==> src/rtl/ledout_pkg.sv <==
// Shared glyph set, segment decode and width helper for the 7-segment scan driver.
package ledout_pkg;

  localparam logic [6:0] SEG_0 = 7'b1111110;
  localparam logic [6:0] SEG_1 = 7'b0110000;
  localparam logic [6:0] SEG_2 = 7'b1101101;
  localparam logic [6:0] SEG_3 = 7'b1111001;
  localparam logic [6:0] SEG_4 = 7'b0110011;
  localparam logic [6:0] SEG_5 = 7'b1011011;
  localparam logic [6:0] SEG_6 = 7'b1011111;
  localparam logic [6:0] SEG_7 = 7'b1110000;
  localparam logic [6:0] SEG_8 = 7'b1111111;
  localparam logic [6:0] SEG_9 = 7'b1111011;
  localparam logic [6:0] SEG_A = 7'b0000001;
  localparam logic [6:0] SEG_B = 7'b0001110;
  localparam logic [6:0] SEG_C = 7'b1001110;
  localparam logic [6:0] SEG_D = 7'b0010101;
  localparam logic [6:0] SEG_E = 7'b1001111;
  localparam logic [6:0] SEG_F = 7'b1100111;

  // Counter width for a modulus of n, never less than one bit.
  function automatic int unsigned idx_width(input int unsigned n);
    return (n > 1) ? $clog2(n) : 1;
  endfunction

  function automatic logic [6:0] seg_decode(input logic [3:0] nibble);
    logic [6:0] s;
    s = SEG_0;
    case (nibble)
      4'h0: s = SEG_0;
      4'h1: s = SEG_1;
      4'h2: s = SEG_2;
      4'h3: s = SEG_3;
      4'h4: s = SEG_4;
      4'h5: s = SEG_5;
      4'h6: s = SEG_6;
      4'h7: s = SEG_7;
      4'h8: s = SEG_8;
      4'h9: s = SEG_9;
      4'hA: s = SEG_A;
      4'hB: s = SEG_B;
      4'hC: s = SEG_C;
      4'hD: s = SEG_D;
      4'hE: s = SEG_E;
      default: s = SEG_F;
    endcase
    return s;
  endfunction

endpackage

==> src/rtl/ledout_scan_timer.sv <==
// Scan timebase: slot prescaler, digit index, frame counter, blink phase and frame strobe.
module ledout_scan_timer
  import ledout_pkg::*;
#(
  parameter int unsigned DIGITS       = 4,
  parameter int unsigned SCAN_DIV     = 1000,
  parameter int unsigned BLINK_FRAMES = 64,
  parameter int unsigned IW           = idx_width(DIGITS)
) (
  input  logic          clk,
  input  logic          rst,
  output logic [IW-1:0] index,
  output logic          phase,
  output logic          frame_start
);

  localparam int unsigned PW = idx_width(SCAN_DIV);
  localparam int unsigned FW = idx_width(BLINK_FRAMES);

  logic [PW-1:0] presc;
  logic [FW-1:0] fcnt;

  // frame_start is high for the first cycle of each frame that follows an index wrap.
  always_ff @(posedge clk) begin
    if (rst) begin
      presc       <= '0;
      index       <= '0;
      fcnt        <= '0;
      phase       <= 1'b0;
      frame_start <= 1'b0;
    end else begin
      frame_start <= 1'b0;
      if (presc == PW'(SCAN_DIV - 1)) begin
        presc <= '0;
        if (index == IW'(DIGITS - 1)) begin
          index       <= '0;
          frame_start <= 1'b1;
          if (fcnt == FW'(BLINK_FRAMES - 1)) begin
            fcnt  <= '0;
            phase <= ~phase;
          end else begin
            fcnt <= fcnt + FW'(1);
          end
        end else begin
          index <= index + IW'(1);
        end
      end else begin
        presc <= presc + PW'(1);
      end
    end
  end

endmodule

==> src/rtl/ledout_scan.sv <==
// Time-multiplexed 7-segment driver with blanking, blink, leading-zero suppression and frame strobe.
module ledout_scan
  import ledout_pkg::*;
#(
  parameter int unsigned DIGITS       = 4,
  parameter int unsigned SCAN_DIV     = 1000,
  parameter int unsigned BLINK_FRAMES = 64
) (
  input  logic                  clk,
  input  logic                  rst,
  input  logic [4*DIGITS-1:0]   value,
  input  logic                  en,
  input  logic [DIGITS-1:0]     blank_mask,
  input  logic [DIGITS-1:0]     blink_mask,
  input  logic                  lz_suppress,
  output logic [6:0]            seg,
  output logic [DIGITS-1:0]     digit_sel,
  output logic                  frame_tick
);

  localparam int unsigned IW = idx_width(DIGITS);

  logic [IW-1:0]     index;
  logic              phase;
  logic              frame_start;
  logic [3:0]        nib;
  logic              blank;
  logic              blink;
  logic              lz;
  logic              dark;
  logic [DIGITS-1:0] onehot;

  ledout_scan_timer #(
    .DIGITS       (DIGITS),
    .SCAN_DIV     (SCAN_DIV),
    .BLINK_FRAMES (BLINK_FRAMES),
    .IW           (IW)
  ) u_timer (
    .clk         (clk),
    .rst         (rst),
    .index       (index),
    .phase       (phase),
    .frame_start (frame_start)
  );

  // Select the current slot's nibble and masks; lz holds when this and all higher nibbles are zero.
  always_comb begin
    nib    = 4'h0;
    blank  = 1'b0;
    blink  = 1'b0;
    lz     = 1'b0;
    onehot = '0;
    for (int i = 0; i < DIGITS; i++) begin
      if (index == IW'(i)) begin
        nib       = value[4*i +: 4];
        blank     = blank_mask[i];
        blink     = blink_mask[i];
        onehot[i] = 1'b1;
        lz        = (i != 0);
        for (int j = 0; j < DIGITS; j++) begin
          if (j >= i && value[4*j +: 4] != 4'h0) lz = 1'b0;
        end
      end
    end
    dark = !en || blank || (blink && phase) || (lz_suppress && lz);
  end

  always_ff @(posedge clk) begin
    if (rst) begin
      seg        <= '0;
      digit_sel  <= '0;
      frame_tick <= 1'b0;
    end else begin
      seg        <= dark ? 7'b0 : seg_decode(nib);
      digit_sel  <= dark ? '0 : onehot;
      frame_tick <= frame_start;
    end
  end

endmodule

==> config.mk <==
export PLATFORM = sky130hd
export DESIGN_NAME = ledout_scan
export DESIGN_NICKNAME = d
export VERILOG_FILES = /design/src/rtl/ledout_pkg.sv /design/src/rtl/ledout_scan_timer.sv /design/src/rtl/ledout_scan.sv
export SDC_FILE = /design/constraint.sdc
export NUM_CORES = 1
export LEC_CHECK = 0
export CORE_MARGIN = 5
export CORE_UTILIZATION = 40
export CTS_CLUSTER_DIAMETER = 80
export DETAILED_ROUTE_END_ITERATION = 10
export GPL_TIMING_DRIVEN = 0
export PLACE_DENSITY = 0.66
export SKIP_CTS_REPAIR_TIMING = 1
export SLEW_MARGIN = 30
export SYNTH_ARGS = -nofsm -noshare
export SYNTH_HDL_FRONTEND = slang
export SYNTH_HIERARCHICAL = 1
export SYNTH_SLANG_ARGS = --single-unit
==> constraint.sdc <==
create_clock -name clk -period 3.2 [get_ports clk]
set_input_delay 0.64 -clock clk [delete_from_list [all_inputs] [get_ports clk]]
set_output_delay 0.64 -clock clk [all_outputs]
set_load 0.02 [all_outputs]
==> impl_results.md, run 1 <==
* Outcome: complete, no violations
* Die width at 75.7 um
* Rows at 24
* Flop pwr share at 0.440
* Worst Setup Path Type: in2reg
* Hold Path Depth at 1
* Finish-stage setup viols at 0
* Worst-Margin Slew at 0.863 ns
* Initial drt markers at 49
* First-pass GRT wire length at 5570 um
* Mapped Cells at 174
* Rel. slew slack at 0.425
* Router iterations before antenna repair at 4
* Combinational power share at 0.112
* Setup TNS at 0 ns
* PwrDens at 403 nW/um^2
* Commonest non-fill, non-tap cell in the layout: clkdlybuf4s50_1
* Net switching power at 0.189 mW
* Routed via count at 1398
* Worst Path Required at 3.39 ns
* Yosys reg bits at 32
* Crit path max fanout at 7
* ANT nets after route at 0
* WL/cell at 13.0 um
* Post-route DRC at 0
* # nets final at 259
* Starting Density at 0.405
* # Max-Cap Violations at 0
* DP Area at 2180 um^2
* Ant. Diodes at 0
* Post-DP HPWL at 2730 um
* Number of buffers created by CTS at 5
* Clock Path Buffers at 2
* Cell Count, Final, Fillers Out at 273
* Clock power frac at 0.448
* Reg2Reg Depth at 7
* Hold crit path type: reg2reg
* Die Span Y at 75.7 um
* RSZ-0062 raised after global routing: false
* Switching share of power at 0.203
* Root Driver: clkbuf_8
* Post-Route WL at 3550 um
* Initial antenna violation count at 0
* P_leak at 0.908 nW
* Area grow syn2layout at 33.7%
* Average cell area after synthesis at 9.93 um^2
* Synth warn at 6
* Total core area at 4260 um^2
* Final Hold Viols at 0
* Final Max Slew Viols at 0
* H-tree depth at 2
* Sink Count at 32
* Worst-skew pair later-pin latency at 0.28 ns
* Critical path endpoint category: flop
* Die footprint at 5730 um^2
* Max VDD drop at 0.181 mV
* IO buf count at 39
* Cell-internal power at 0.741 mW
* Vias in the first global route at 1280
* Fin Hold WS at 0.438 ns
* Largest net degree at the start of global routing at 11
* Share of layout cells above drive strength 1 at 0.104
* Total grt overflow at 0
* Total track usage at 0.129
* GPL Wtd Cong at 0.805
* CTS clock-pin slew for the worst setup and hold paths at 0.07 ns
* Skew final at 0.00523 ns
* # fillers at 411
* Synth unique cells at 42
* CTS tree: built
* Max Clock Freq at 398 MHz
* Arr. time, crit path at 2.70 ns
* Placed Cells at 265
* Seq/Total Area, Yosys at 0.371
* Vias per Instance at 5.12
* Syn Std Cell Area at 1730 um^2
* Startpoint types: input port
* Ports at 40
* Synth Net Count at 213
* Period minus WS final at 2.51 ns
* Final instance area at 2310 um^2
* Most frequent cells in the layout: clkdlybuf4s50_1, dfxtp_1, nor2_1
* Period Utilization, post-route at 0.785
[sequential cells by signal, summed over array words and instances, names as in the netlist]
| name | flops |
|---|---|
| digit_sel | 4 |
| frame_tick | 1 |
| seg | 7 |
| u_timer/fcnt | 6 |
| u_timer/frame_start | 1 |
| u_timer/index | 2 |
| u_timer/phase | 1 |
| u_timer/presc | 10 |
[Yosys cell counts, drive strengths merged]
cell type | count | area (um^2)
nor2 | 23 | 86.3
xnor2 | 8 | 70.1
a31o | 1 | 8.76
buf | 6 | 45.0
nand4b | 3 | 32.5
inv | 9 | 33.8
nor3b | 1 | 7.51
nand2 | 5 | 26.3
o31ai | 1 | 7.51
nor3 | 7 | 35.0
and3 | 5 | 32.5
mux4 | 7 | 176
nand3b | 1 | 7.51
nor2b | 3 | 18.8
a21oi | 5 | 25.0
ha | 11 | 138
mux2i | 7 | 70.1
or3 | 2 | 12.5
xor2 | 3 | 26.3
or2 | 1 | 6.26
clkbuf | 2 | 11.3
a211oi | 2 | 20.0
a2111oi | 1 | 15.0
dfxtp | 32 | 641
nand3 | 9 | 45.0
nor4b | 2 | 17.5
o21ai | 3 | 15.0
a211o | 1 | 8.76
a31oi | 3 | 18.8
o22ai | 1 | 6.26
nor4 | 6 | 37.5
a22o | 1 | 8.76
a2111o | 1 | 11.3
nand4 | 1 | 6.26
[per-layer routing]
| metal | routed length [um] | global-route usage | share of wire | vias to the layer above |
|---|---|---|---|---|
| met5 | 0 | 0 | 0 | - |
| met4 | 43 | 0.0583 | 0.012 | 0 |
| met3 | 253 | 0.0356 | 0.071 | 4 |
| met2 | 1500 | 0.193 | 0.42 | 40 |
| met1 | 1750 | 0.174 | 0.49 | 636 |
| li1 | - | - | - | 718 |
[final timing paths]
check                           start         end  slack [ns]
setup / recovery             value[8]      seg[1]        0.69
hold / removal    u_timer/frame_start  frame_tick        0.44
setup reg to reg     u_timer/index[0]      seg[1]        0.73
hold reg to reg   u_timer/frame_start  frame_tick        0.44
[worst max-delay path, stage by stage]
cell,delay (ns)
clkdlybuf4s50_1,0.43
mux4_1,0.65
inv_1,0.18
ha_1,0.16
inv_1,0.04
mux4_2,0.46
nor3_1,0.14
[power groups by stage]
| stage | clock network (mW) | registers [mW] | logic [mW] |
|---|---|---|---|
| global placement | 0 | 0.418 | 0.104 |
| CTS | 0.426 | 0.409 | 0.105 |
| floorplan | 0 | 0.423 | 0.0472 |
| detailed placement | 0 | 0.419 | 0.104 |
| finish | 0.416 | 0.409 | 0.104 |
| global route | 0.440 | 0.410 | 0.113 |
[cell families (layout without fill, tap and decap cells)]
kind of cell    after synthesis  in the layout  share of synthesized area
flops                        32             32                      0.371
simple gates                 69             69                      0.215
mux                          14             14                      0.143
compound gates               20             20                     0.0840
buf+inv                      17             64                     0.0521
xor+xnor                     11             11                     0.0558
fa+ha+maj                    11             11                     0.0797
[per-stage QoR]
step | worst slack [ns] | power [mW] | util
3_5_place_dp | 0.400 | 0.523 | 0.512
5_1_grt | 0.590 | 0.963 | 0.542
6_report | 0.688 | 0.930 | 0.542
2_1_floorplan | 1.01 | 0.470 | -
3_3_place_gp | 0.426 | 0.522 | 0.512
4_1_cts | 0.688 | 0.941 | 0.542
[cell type report]
cell class	count	area, um^2	area share
multi-input cells	125	997	0.432
clock inverters	1	30.0	0.0130
clock buffers	7	96.3	0.0417
plain buffers	8	56.3	0.0244
well taps	52	65.1	0.0282
repair buffers	39	390	0.169
flip-flops and latches	32	641	0.277
inverters	9	33.8	0.0146
(Power assumes the default switching activity.)
==> run 2, diff against run 1 <==
--- a/config.mk
+++ b/config.mk
@@ -10,7 +10,7 @@
 export CTS_CLUSTER_DIAMETER = 80
 export DETAILED_ROUTE_END_ITERATION = 10
 export GPL_TIMING_DRIVEN = 0
-export PLACE_DENSITY = 0.66
+export PLACE_DENSITY = 0.69
 export SKIP_CTS_REPAIR_TIMING = 1
 export SLEW_MARGIN = 30
 export SYNTH_ARGS = -nofsm -noshare
==> constraint.sdc (replaced) <==
create_clock -name clk -period 2.11 [get_ports clk]
set_input_delay 0.422 -clock clk [delete_from_list [all_inputs] [get_ports clk]]
set_output_delay 0.422 -clock clk [all_outputs]
set_load 0.02 [all_outputs]
==> impl_results.md, run 2 (synthesis results as in run 1) <==
* CTS tree: built
* Area of the multi-input gates at 1030 um^2 (+3.1%)
* Die width at 75.7 um (unchanged)
* Share of layout cells above drive strength 1 at 0.203 (+0.0985)
* Worst Setup Path Type: in2reg
* Clock Path Buffers at 2 (unchanged)
* Skew final at 0.00791 ns (+0.00268 ns)
* Root Driver: clkbuf_8
* Outcome: complete, but fails checks
* Initial drt markers at 110 (+120%)
* GPL Wtd Cong at 0.799 (-0.67%)
* Flop pwr share at 0.453 (+0.013)
* Final Hold Viols at 0 (unchanged)
* Post-Route WL at 3980 um (+12%)
* Routed via count at 1444 (+3.3%)
* Starting Density at 0.405 (unchanged)
* # fillers at 370 (-10%)
* Post-DP HPWL at 2790 um (+2.4%)
* Most frequent cells in the layout: clkdlybuf4s50_1, dfxtp_1, nor2_1
* Combinational power share at 0.131 (+0.019)
* Number of buffers created by CTS at 5 (unchanged)
* Top reg by flops: u_timer/presc
* Area grow syn2layout at 42.1%
* Utilization after layout at 0.576 (+0.0340)
* ANT nets after route at 0 (unchanged)
* Die footprint at 5730 um^2 (unchanged)
* Finish-stage setup viols at 1 (+1)
* Crit path max fanout at 6 (-1)
* Clock power frac at 0.416 (-0.032)
* Vias per Instance at 5.08 (-0.71%)
* Initial antenna violation count at 0 (unchanged)
* Final worst slack at -0.0357 ns (-0.723 ns)
* Top Registers: u_timer/presc: 10 flops, seg: 7 flops, u_timer/fcnt: 6 flops
* Period minus WS final at 2.15 ns
* PwrDens at 557 nW/um^2 (+38%)
* Largest net degree at the start of global routing at 11 (unchanged)
* Rows at 24 (unchanged)
* Max VDD drop at 0.390 mV (+120%)
* Sink Count at 32 (unchanged)
* Switching share of power at 0.220 (+0.0164)
* Period Utilization, post-route at 1.02
* # Max-Cap Violations at 0 (unchanged)
* Ant. Diodes at 0 (unchanged)
* Total track usage at 0.134 (+0.00444)
* Seq. cell area at 644 um^2 (+0.59%)
* IO buf count at 39 (unchanged)
* Worst-skew pair later-pin latency at 0.28 ns (about the same)
* Rel. slew slack at 0.477 (+0.0520)
* # nets final at 270 (+4.2%)
* Total core area at 4260 um^2 (unchanged)
* Ports at 40 (unchanged)
* Cell-internal power at 1.07 mW (+44%)
* Violated checks: setup timing
* Max Clock Freq at 466 MHz
* Die Span Y at 75.7 um (unchanged)
* Startpoint types: input port
* Post-route DRC at 0 (unchanged)
* WL/cell at 14.0 um (+7.6%)
* H-tree depth at 2 (unchanged)
* Hold crit path type: reg2reg
* Commonest non-fill, non-tap cell in the layout: clkdlybuf4s50_1
* Worst Path Required at 2.31 ns (-1.08 ns)
* Final Max Slew Viols at 0 (unchanged)
* Vias in the first global route at 1331 (+4.0%)
* Worst-Margin Slew at 0.785 ns (-0.0781 ns)
* Max reg flops at 10 (unchanged)
* Critical path endpoint category: flop
* Arr. time, crit path at 2.35 ns (-0.35 ns)
* RSZ-0062 raised after global routing: true
* P_leak at 1.01 nW (+11%)
* Total grt overflow at 0 (unchanged)
* Net switching power at 0.301 mW (+59%)
* Router iterations before antenna repair at 4 (unchanged)
* CTS clock-pin slew for the worst setup and hold paths at 0.07 ns (about the same)
* Place WS at -0.356 ns (-0.756 ns)
* First-pass GRT wire length at 5900 um (+5.9%)
* Total power draw at 1.37 mW (+47%)
-- run 2: cell count changes in the layout (fill, tap and decap cells not counted), sizes merged --
cell	previous run	this run
clkinv	0	1
clkdlybuf4s50	39	34
buf	6	17
dlymetal6s2s	0	5
clkbuf	9	8
-- run 2: per-layer routing --
layer / global-route usage / part of all wire / vias to the layer above
li1: - / - / 743
met1: 0.176 / 0.46 / 657
met2: 0.212 / 0.46 / 42
met3: 0.0396 / 0.072 / 2
met4: 0.0408 / 0.0043 / 0
met5: 0 / 0 / -
-- run 2: final timing paths --
| check | startpoint | to | slack (ns) | cells past startpoint |
|---|---|---|---|---|
| setup reg to reg | u_timer/index[0] | seg[1] | -0.02 | 6 |
| hold reg to reg | u_timer/frame_start | frame_tick | 0.44 | 1 |
| setup / recovery | value[13] | seg[1] | -0.04 | 7 |
| hold / removal | u_timer/frame_start | frame_tick | 0.44 | 1 |
-- run 2: power by group through the flow --
stage	Combinational (mW)	Sequential, mW	Clock [mW]
floorplan	0.0718	0.642	0
global placement	0.158	0.634	0
detailed placement	0.160	0.635	0
CTS	0.160	0.621	0.583
global route	0.194	0.621	0.615
finish	0.179	0.620	0.569
-- run 2: worst max-delay path, cell delays in order --
cell,delay (ns)
clkdlybuf4s50_1,0.41
mux4_2,0.60
inv_4,0.11
ha_1,0.13
inv_1,0.04
mux4_2,0.46
nor3_2,0.17
-- run 2: final cells by class --
cell class / instances / share of cell area
buffer: 7 / 0.0240
clock buffer: 6 / 0.0296
clock inverter: 2 / 0.0143
inverter: 9 / 0.0148
multi-input combinational: 125 / 0.419
sequential: 32 / 0.262
tap: 52 / 0.0265
timing repair buffer: 51 / 0.209
-- run 2: through the flow --
stage          TNS [ns]  cells  hold WS [ns]  instance area (um^2)
2_1_floorplan         0    174         0.414                  1720
3_3_place_gp      -2.26    265         0.426                  2180
3_5_place_dp      -2.22    265         0.431                  2180
4_1_cts           -1.03    273         0.453                  2280
5_1_grt          -0.268    284         0.462                  2450
6_report        -0.0357    284         0.444                  2450
==> run 3, diff against run 2 <==
--- a/config.mk
+++ b/config.mk
@@ -12,7 +12,7 @@
 export GPL_TIMING_DRIVEN = 0
 export PLACE_DENSITY = 0.69
 export SKIP_CTS_REPAIR_TIMING = 1
-export SLEW_MARGIN = 30
+export SLEW_MARGIN = 20
 export SYNTH_ARGS = -nofsm -noshare
 export SYNTH_HDL_FRONTEND = slang
 export SYNTH_HIERARCHICAL = 1
==> results of run 3 <==
Final layout, timing and power as in run 2 (identical DEF).
